[src/rtl/mem_port_arbiter_pkg.sv]
// rtl/mem_port_arbiter_pkg.sv - shared constants for the two-port memory arbiter
//
// Purpose: FSM state encodings, grant identifiers and latency counter width
//          used by mem_port_arbiter and its sub-modules.
// Ports:   none (package)
package mem_port_arbiter_pkg;

    typedef logic [1:0] arb_state_t;

    localparam logic [1:0] ST_IDLE   = 2'd0;
    localparam logic [1:0] ST_ACCESS = 2'd1;
    localparam logic [1:0] ST_ACK    = 2'd2;

    // Grant id doubles as the steering select: 1 picks requester A.
    localparam logic GRANT_A = 1'b1;
    localparam logic GRANT_B = 1'b0;

    // Latency counter width; supports MEM_LAT of 1..15.
    localparam int CNT_W = 4;

endpackage

[src/rtl/mem_port_arbiter_mux2.sv]
// rtl/mem_port_arbiter_mux2.sv - generic 2:1 data mux
//
// Purpose: steering mux; sel=1 passes in_a, sel=0 passes in_b.
// Ports:   sel  - select
//          in_a - first input (chosen when sel=1)
//          in_b - second input (chosen when sel=0)
//          out  - selected data
module mux2 #(
    parameter int W = 32
) (
    input  logic         sel,
    input  logic [W-1:0] in_a,
    input  logic [W-1:0] in_b,
    output logic [W-1:0] out
);

    assign out = sel ? in_a : in_b;

endmodule

[src/rtl/mem_port_arbiter_rr_grant_picker.sv]
// rtl/mem_port_arbiter_rr_grant_picker.sv - two-way round-robin grant decision
//
// Purpose: combinational choice between requesters A and B; on a tie the
//          requester that did not win last time is chosen.
// Ports:   req_a       - request from A
//          req_b       - request from B
//          last_grant  - id of previous winner (1=A, 0=B)
//          grant_valid - at least one request present
//          grant_id    - winner id (1=A, 0=B)
module rr_grant_picker
    import mem_port_arbiter_pkg::*;
(
    input  logic req_a,
    input  logic req_b,
    input  logic last_grant,
    output logic grant_valid,
    output logic grant_id
);

    always_comb begin
        grant_valid = req_a | req_b;
        if (req_a && req_b) begin
            grant_id = ~last_grant;
        end else if (req_a) begin
            grant_id = GRANT_A;
        end else begin
            grant_id = GRANT_B;
        end
    end

endmodule

[src/rtl/mem_port_arbiter.sv]
// rtl/mem_port_arbiter.sv - round-robin arbiter for one fixed-latency memory port
//
// Purpose: shares a memory port between instruction fetch (A) and load/store
//          (B). Each access runs IDLE -> ACCESS (MEM_LAT cycles) -> ACK.
// Ports:   Clk, Reset                 - clock, synchronous active-high reset
//          ReqA/AddrA/WDataA/WeA      - requester A (held until AckA)
//          ReqB/AddrB/WDataB/WeB      - requester B (held until AckB)
//          MemAddr/MemWData           - steered address / write data
//          MemEn/MemWe                - access / write strobes
//          MemRData                   - memory read data, valid on last ACCESS cycle
//          RData                      - captured read data, valid with Ack
//          AckA/AckB                  - one-cycle completion pulses
//          Sel                        - grant/steering select, 1=A, 0=B
//          Busy                       - high in ACCESS and ACK
module mem_port_arbiter
    import mem_port_arbiter_pkg::*;
#(
    parameter int WIDTH   = 32,
    parameter int MEM_LAT = 2
) (
    input  logic             Clk,
    input  logic             Reset,
    input  logic             ReqA,
    input  logic [WIDTH-1:0] AddrA,
    input  logic [WIDTH-1:0] WDataA,
    input  logic             WeA,
    input  logic             ReqB,
    input  logic [WIDTH-1:0] AddrB,
    input  logic [WIDTH-1:0] WDataB,
    input  logic             WeB,
    output logic [WIDTH-1:0] MemAddr,
    output logic [WIDTH-1:0] MemWData,
    output logic             MemEn,
    output logic             MemWe,
    input  logic [WIDTH-1:0] MemRData,
    output logic [WIDTH-1:0] RData,
    output logic             AckA,
    output logic             AckB,
    output logic             Sel,
    output logic             Busy
);

    localparam logic [CNT_W-1:0] LAST_CNT = CNT_W'(MEM_LAT - 1);

    logic [1:0]       state;
    logic [CNT_W-1:0] cnt;
    logic             last_grant;
    logic             grant_valid;
    logic             grant_id;

    rr_grant_picker u_picker (
        .req_a       (ReqA),
        .req_b       (ReqB),
        .last_grant  (last_grant),
        .grant_valid (grant_valid),
        .grant_id    (grant_id)
    );

    always_ff @(posedge Clk) begin
        if (Reset) begin
            state      <= ST_IDLE;
            Sel        <= GRANT_B;
            last_grant <= GRANT_B;
            cnt        <= '0;
            RData      <= '0;
        end else begin
            case (state)
                ST_IDLE: begin
                    if (grant_valid) begin
                        Sel   <= grant_id;
                        cnt   <= '0;
                        state <= ST_ACCESS;
                    end
                end
                ST_ACCESS: begin
                    cnt <= cnt + 1'b1;
                    if (cnt == LAST_CNT) begin
                        // Memory presents read data on the final access cycle.
                        RData <= MemRData;
                        state <= ST_ACK;
                    end
                end
                ST_ACK: begin
                    // Round-robin history advances only on a completed access.
                    last_grant <= Sel;
                    state      <= ST_IDLE;
                end
                default: begin
                    state <= ST_IDLE;
                end
            endcase
        end
    end

    mux2 #(.W(WIDTH)) u_addr_mux (
        .sel  (Sel),
        .in_a (AddrA),
        .in_b (AddrB),
        .out  (MemAddr)
    );

    mux2 #(.W(WIDTH)) u_wdata_mux (
        .sel  (Sel),
        .in_a (WDataA),
        .in_b (WDataB),
        .out  (MemWData)
    );

    assign MemEn = (state == ST_ACCESS);
    assign MemWe = MemEn & (Sel ? WeA : WeB);
    assign AckA  = (state == ST_ACK) &  Sel;
    assign AckB  = (state == ST_ACK) & ~Sel;
    assign Busy  = (state == ST_ACCESS) | (state == ST_ACK);

endmodule

[config.mk]
export PLATFORM = sky130hd
export DESIGN_NAME = mem_port_arbiter
export DESIGN_NICKNAME = d
export VERILOG_FILES = /design/src/rtl/mem_port_arbiter_pkg.sv /design/src/rtl/mem_port_arbiter_mux2.sv /design/src/rtl/mem_port_arbiter_rr_grant_picker.sv /design/src/rtl/mem_port_arbiter.sv
export SDC_FILE = /design/constraint.sdc
export NUM_CORES = 1
export LEC_CHECK = 0
export CAP_MARGIN = 20
export CORE_AREA = 2 2 104 106
export DETAILED_ROUTE_END_ITERATION = 6
export DIE_AREA = 0 0 106 108
export HOLD_SLACK_MARGIN = 0.03
export PLACE_DENSITY = 0.72
export SETUP_SLACK_MARGIN = 0.15
export SLEW_MARGIN = 40
export SYNTH_ARGS = -nofsm -noshare
export SYNTH_HDL_FRONTEND = slang
export SYNTH_SLANG_ARGS = --single-unit
[constraint.sdc]
create_clock -name Clk -period 1.5 [get_ports Clk]
set_clock_uncertainty 0.05 [all_clocks]
set_input_delay 0.15 -clock Clk [delete_from_list [all_inputs] [get_ports Clk]]
set_output_delay 0.15 -clock Clk [all_outputs]
set_load 0.01 [all_outputs]
[After elaboration in Yosys (flattened, before gate mapping)]
Index checks and enable logic that the tools add are counted.
Word-level totals
  flip-flop bits (word level): 40
  bits in latches: 0
  memory bits (writable): 0
  ROM bits: 0
  bits of input ports: 166
  output and inout port bits: 102
  word-level logic and storage cells: 35
  memories: 0
Cells by class
  $add $sub $neg: 1
  $mul: 0
  divide/modulo/power cells: 0
  magnitude comparators: 0
  equality and inequality tests: 5
  shift-type cells: 0
  multiplexer cells: 10
  bitwise operators: 7
  reduce and logical (&&, ||, !) cells: 7
Operators with widths (number)
  two-way mux 32 bit: 2
  one-hot mux 4 bit (2 select lines): 1
  AND reduction 2 bit: 4
  adder 4 x 1 -> 4 bit (second input constant): 1
  == test 4 x 1 -> 1 bit (second input constant): 1
  two-way mux 2 bit: 2
  two-way mux 4 bit: 1
  one-hot mux 2 bit (2 select lines): 1
  AND 1 bit: 3
  two-way mux 1 bit: 3
  == test 2 x 1 -> 1 bit (second input constant): 1
  == test 2 bit (second input constant): 1
  zero test 2 bit: 1
  != test 2 x 1 -> 1 bit (second input constant): 1
  != test 2 bit (second input constant): 1
  inverter 1 bit: 2
  OR 1 bit: 2
  nonzero test 2 bit: 1
  logical AND 1 bit: 1

[Logic depth before layout (Yosys ltp)]
  depth after elaboration: 3
  gate-level depth with buffers: 8
  depth with buffers taken out: 5

[Modules after synthesis]
From an unflattened synthesis, not the netlist that was laid out.
Second synthesis, totals
  cells, all modules: 272
  area, all modules: 2738.9 µm²
By module, submodules not included
  mem_port_arbiter: instances 1, cells each 198, area each 1636.6 µm², sequential area each 800.8 µm²
  mux2: instances 2, cells each 36, area each 544.3 µm², sequential area each 0.0 µm²
  rr_grant_picker: instances 1, cells each 2, area each 13.8 µm², sequential area each 0.0 µm²

[Least setup slack after synthesis]
OpenSTA, ideal clock, no wires.
  kind: register to register
  from: register state[0]
  to: register cnt[3]
  setup time: 74 ps
  arrival time: 1436 ps
  required time: 1376 ps
  path slack: -60 ps
  cell stages (with the launch flop): 6
  path buffers: 0
  clock period less this slack: 1560 ps
  cells stage by stage: dfxtp_1 inv_1 ha_1 nor3b_4 or4b_1 a31oi_1
On the way
  word-level cells in the longest chain between the ends: 3
  elaborated cells between the ends (all ways): 6
  those cells by class: eq/ne (2); mux (1); reduce/logical (3)
RTL lines
  from (decl): line mem_port_arbiter.sv:45  | logic [1:0] state;
  from (signal assigned): line mem_port_arbiter.sv:61  | state <= ST_IDLE;
  from (signal assigned): line mem_port_arbiter.sv:72  | state <= ST_ACCESS;
  from (signal assigned): line mem_port_arbiter.sv:80  | state <= ST_ACK;
  == test 2 x 1 -> 1 bit or zero test 2 bit (tied branches): line mem_port_arbiter.sv:67  | case (state)
  nonzero test 2 bit (no line) or != test 2 bit (tied branches)
  AND reduction 2 bit (no line)
  to (signal assigned): line mem_port_arbiter.sv:76  | cnt <= cnt + 1'b1;
  to (decl): line mem_port_arbiter.sv:46  | logic [CNT_W-1:0] cnt;
Parallel ways exist; a longest one is shown, timed or not.
A chain may end at the register's enable or synchronous reset.

[Final worst setup path]
  from: register Sel
  to: output MemWData[15]
On the way
  word-level cells in the longest chain between the ends: 1
RTL lines
  from (decl): line mem_port_arbiter.sv:39  | output logic Sel,
  from (signal assigned): line mem_port_arbiter.sv:70  | Sel <= grant_id;
  two-way mux 32 bit: line mem_port_arbiter_mux2.sv:17  | assign out = sel ? in_a : in_b;
  to (decl): line mem_port_arbiter.sv:32  | output logic [WIDTH-1:0] MemWData,
Every way passes these cells.

==> metrics.txt <==
status finished, violations left; failing checks negative setup slack; Top Ports 268; fin crit period 1.80 ns; dpl hpwl 9630 um; final setup violating endpoints 98; TritonCTS clock tree done; Mapped Nets 444; Die Ht 108 um; total gr overflow 0; clock sink total 40; # DRC 0; Yosys top cell by area dfxtp_1; design area 6820 um2; max_slew headroom 64.2%; Int Pwr 4280 uW; area grow syn2layout 185%; Startpoint Class flip-flop; Total GRT Usage 24.0%; Layout fillers 795; Vias/cell 4.67; complex-gate fraction of the synthesized area 9.63%; Synth Area in Simple Gates 17.5%; Max Cap Viol 0; DIE WIDTH 106 um; Critical Path End Type output port; post-synthesis cell count 272; std cell rows 37; First-pass DRT Iterations 4; critical path class reg2out; f_max 0.554 GHz; Logic pwr share 69.6%; initial core utilization 23.4%; fin crit share 120%; Worst Path Arrival 1.60 ns; sequential share of the synthesized area 33.5%; CP Max Fanout 8; R2R Path End cnt[3]; net switching fraction of the power 33.4%; static leakage 0.00309 uW; Slew @ Worst Pin 0.537 ns; number of global-route vias before repair 3,536; Initial DRC Count 129; worst hold path class in2reg; area of the multi-input gates 2110 um2; die area 11,400 um2; NetSw 2140 uW; RSZ-0062 raised after global routing yes; Max Transition Viols Final 0; r2r setup slk -0.05 ns; Clk pwr share 10.9%; largest net degree at the start of global routing 33; final worst slack -0.304 ns; Clock Path Buffers 2; Fin Setup TNS -14.22 ns; Ys Warns 0; largest family of logic cells by synthesized area multiplexers; share of the synthesized area in the top cell type 33.5%; RR Startpoint state[0]; xor/xnor share of the synthesized area 0%; WL/cell 20.1 um; antenna violations before repair 1; Flop pwr share 19.5%; final hold vios 0; routability cong. 0.983; Worst Hold Path EP RData[12]; top post-synthesis cells by area dfxtp_1 (33%), mux2_2 (30%), nand2_1 (10%); Avg Cell Area, Syn 8.79 um2; area share of fa/ha/maj cells after synthesis 3.14%; hold-critical path depth 3; global-route wire length before repair 20,700 um; Vias 3,435; worst endpoint required time 1.30 ns; total area of sequential cells 815 um2; Cell Pwr Density 941 nW/um2; PortBufs 267; core footprint 10,200 um2; layout cells sized above 1 49.9%; DRT Wirelength 14,800 um; Post-Syn Area 2390 um2; Hold Crit Start MemRData[12]; CTS buffer count 5; Final #Nets 771; Synth Register Bits 40; worst vdd ir 0.516 mV; DP Area 5300 um2; worst skew pair latency 0.29 ns; Clk pin slew, worst setup/hold paths 0.08 ns; Post-DRT Antenna Nets 0; Root Driver clkbuf_8; Reg2Reg Depth 6; H-Tree Level Count 2; Place WS -0.209 ns; Netlist cell types 26; multiplexer share of the synthesized area 31.0%; antenna cell count 0
## layout by cell type, fill, tap and decap left out, types with 16 or more instances in the layout
cell,n
a21oi_2,32
buf_2,16
buf_4,17
buf_6,85
clkdlybuf4s50_1,165
dfxtp_1,35
dlygate4sd2_1,35
mux2_4,56
nand2_1,34
nand2_4,27
## synth_stat cells
master     instances
a21oi_1           37
a31oi_1            1
a32oi_1            1
and2_1             1
and4bb_1           1
buf_2             10
buf_4              5
clkbuf_1           6
dfxtp_1           40
ha_1               6
inv_1              4
mux2_2            64
mux2i_1            2
nand2_1           66
nand2b_1           3
nand3_1            2
nand3b_1           2
nand4bb_1          1
nor2_1             5
nor2b_1            4
nor3b_1            1
nor3b_4            1
o21ai_0            5
o21ai_1            1
or3b_1             2
or4b_1             1
## power groups by stage
stage | Combinational (uW) | Clock [uW] | Sequential (uW)
finish | 4470 | 700 | 1250
global route | 4660 | 742 | 1270
CTS | 3840 | 707 | 1250
detailed placement | 2760 | 0 | 1260
global placement | 2720 | 0 | 1250
floorplan | 1230 | 0 | 1280
## routing by layer
layer / GRT usage (%) / wire [um] / vias up
met3: 7.78 / 1440 / 30
met1: 28.3 / 5710 / 1636
met4: 6.02 / 358 / 0
met2: 42.2 / 7240 / 183
met5: 0 / 0 / -
li1: - / - / 1586
## area by class of cell
class,instances,area share [%]
clock buffers,6,1.06
clock inverters,1,0.0734
inverters,4,0.367
multi-input cells,207,30.9
flip-flops and latches,40,11.9
well taps,136,2.49
repair buffers,341,53.2
## metrics by stage
stage | std cells | total power [uW] | util [%] | hold slack, ns
global route | 735 | 6660 | 66.7 | 0.377
global placement | 667 | 3970 | 51.8 | 0.392
CTS | 715 | 5790 | 62.3 | 0.353
detailed placement | 667 | 4020 | 51.8 | 0.397
floorplan | 272 | 2510 | - | 0.236
finish | 735 | 6420 | 66.7 | 0.369
## sequential cells by signal (all words and copies together), names as in the netlist
signal,flops
RData,32
cnt,4
state,2
Sel,1
last_grant,1
## kinds of logic (layout without fill, tap and decap cells)
group           Yosys count  in the layout
mux                      66             66
compound gates           45             45
flops                    40             40
buf+inv                  25            352
simple gates             90             90
fa+ha+maj                 6              6
## how the worst max path moves through the flow
stage,depth (start not counted),end,slack (ns),startpoint
after floorplan,5,cnt[3],0.09,state[0]
after global placement,3,MemAddr[31],-0.19,Sel
after detailed placement,3,MemAddr[31],-0.21,Sel
after CTS,3,MemAddr[7],-0.32,Sel
after global routing,6,MemWData[15],-0.35,Sel
final,6,MemWData[15],-0.30,Sel
## critical path, stage by stage (launching register included)
cell     delay, ns
dfxtp_4       0.39
buf_6         0.13
buf_12        0.12
buf_16        0.14
buf_6         0.11
mux2_4        0.29
buf_6         0.12
## what timing repair did
action	in CTS	in global routing
resized for setup	499	84
pin swaps	18	16
endpoints found under the setup margin	139	107
endpoints found under the hold margin	0	0
gates cloned	9	0
buffers inserted	32	20
hold buffers	0	0
No activity file was read; power rests on OpenSTA's default activity.
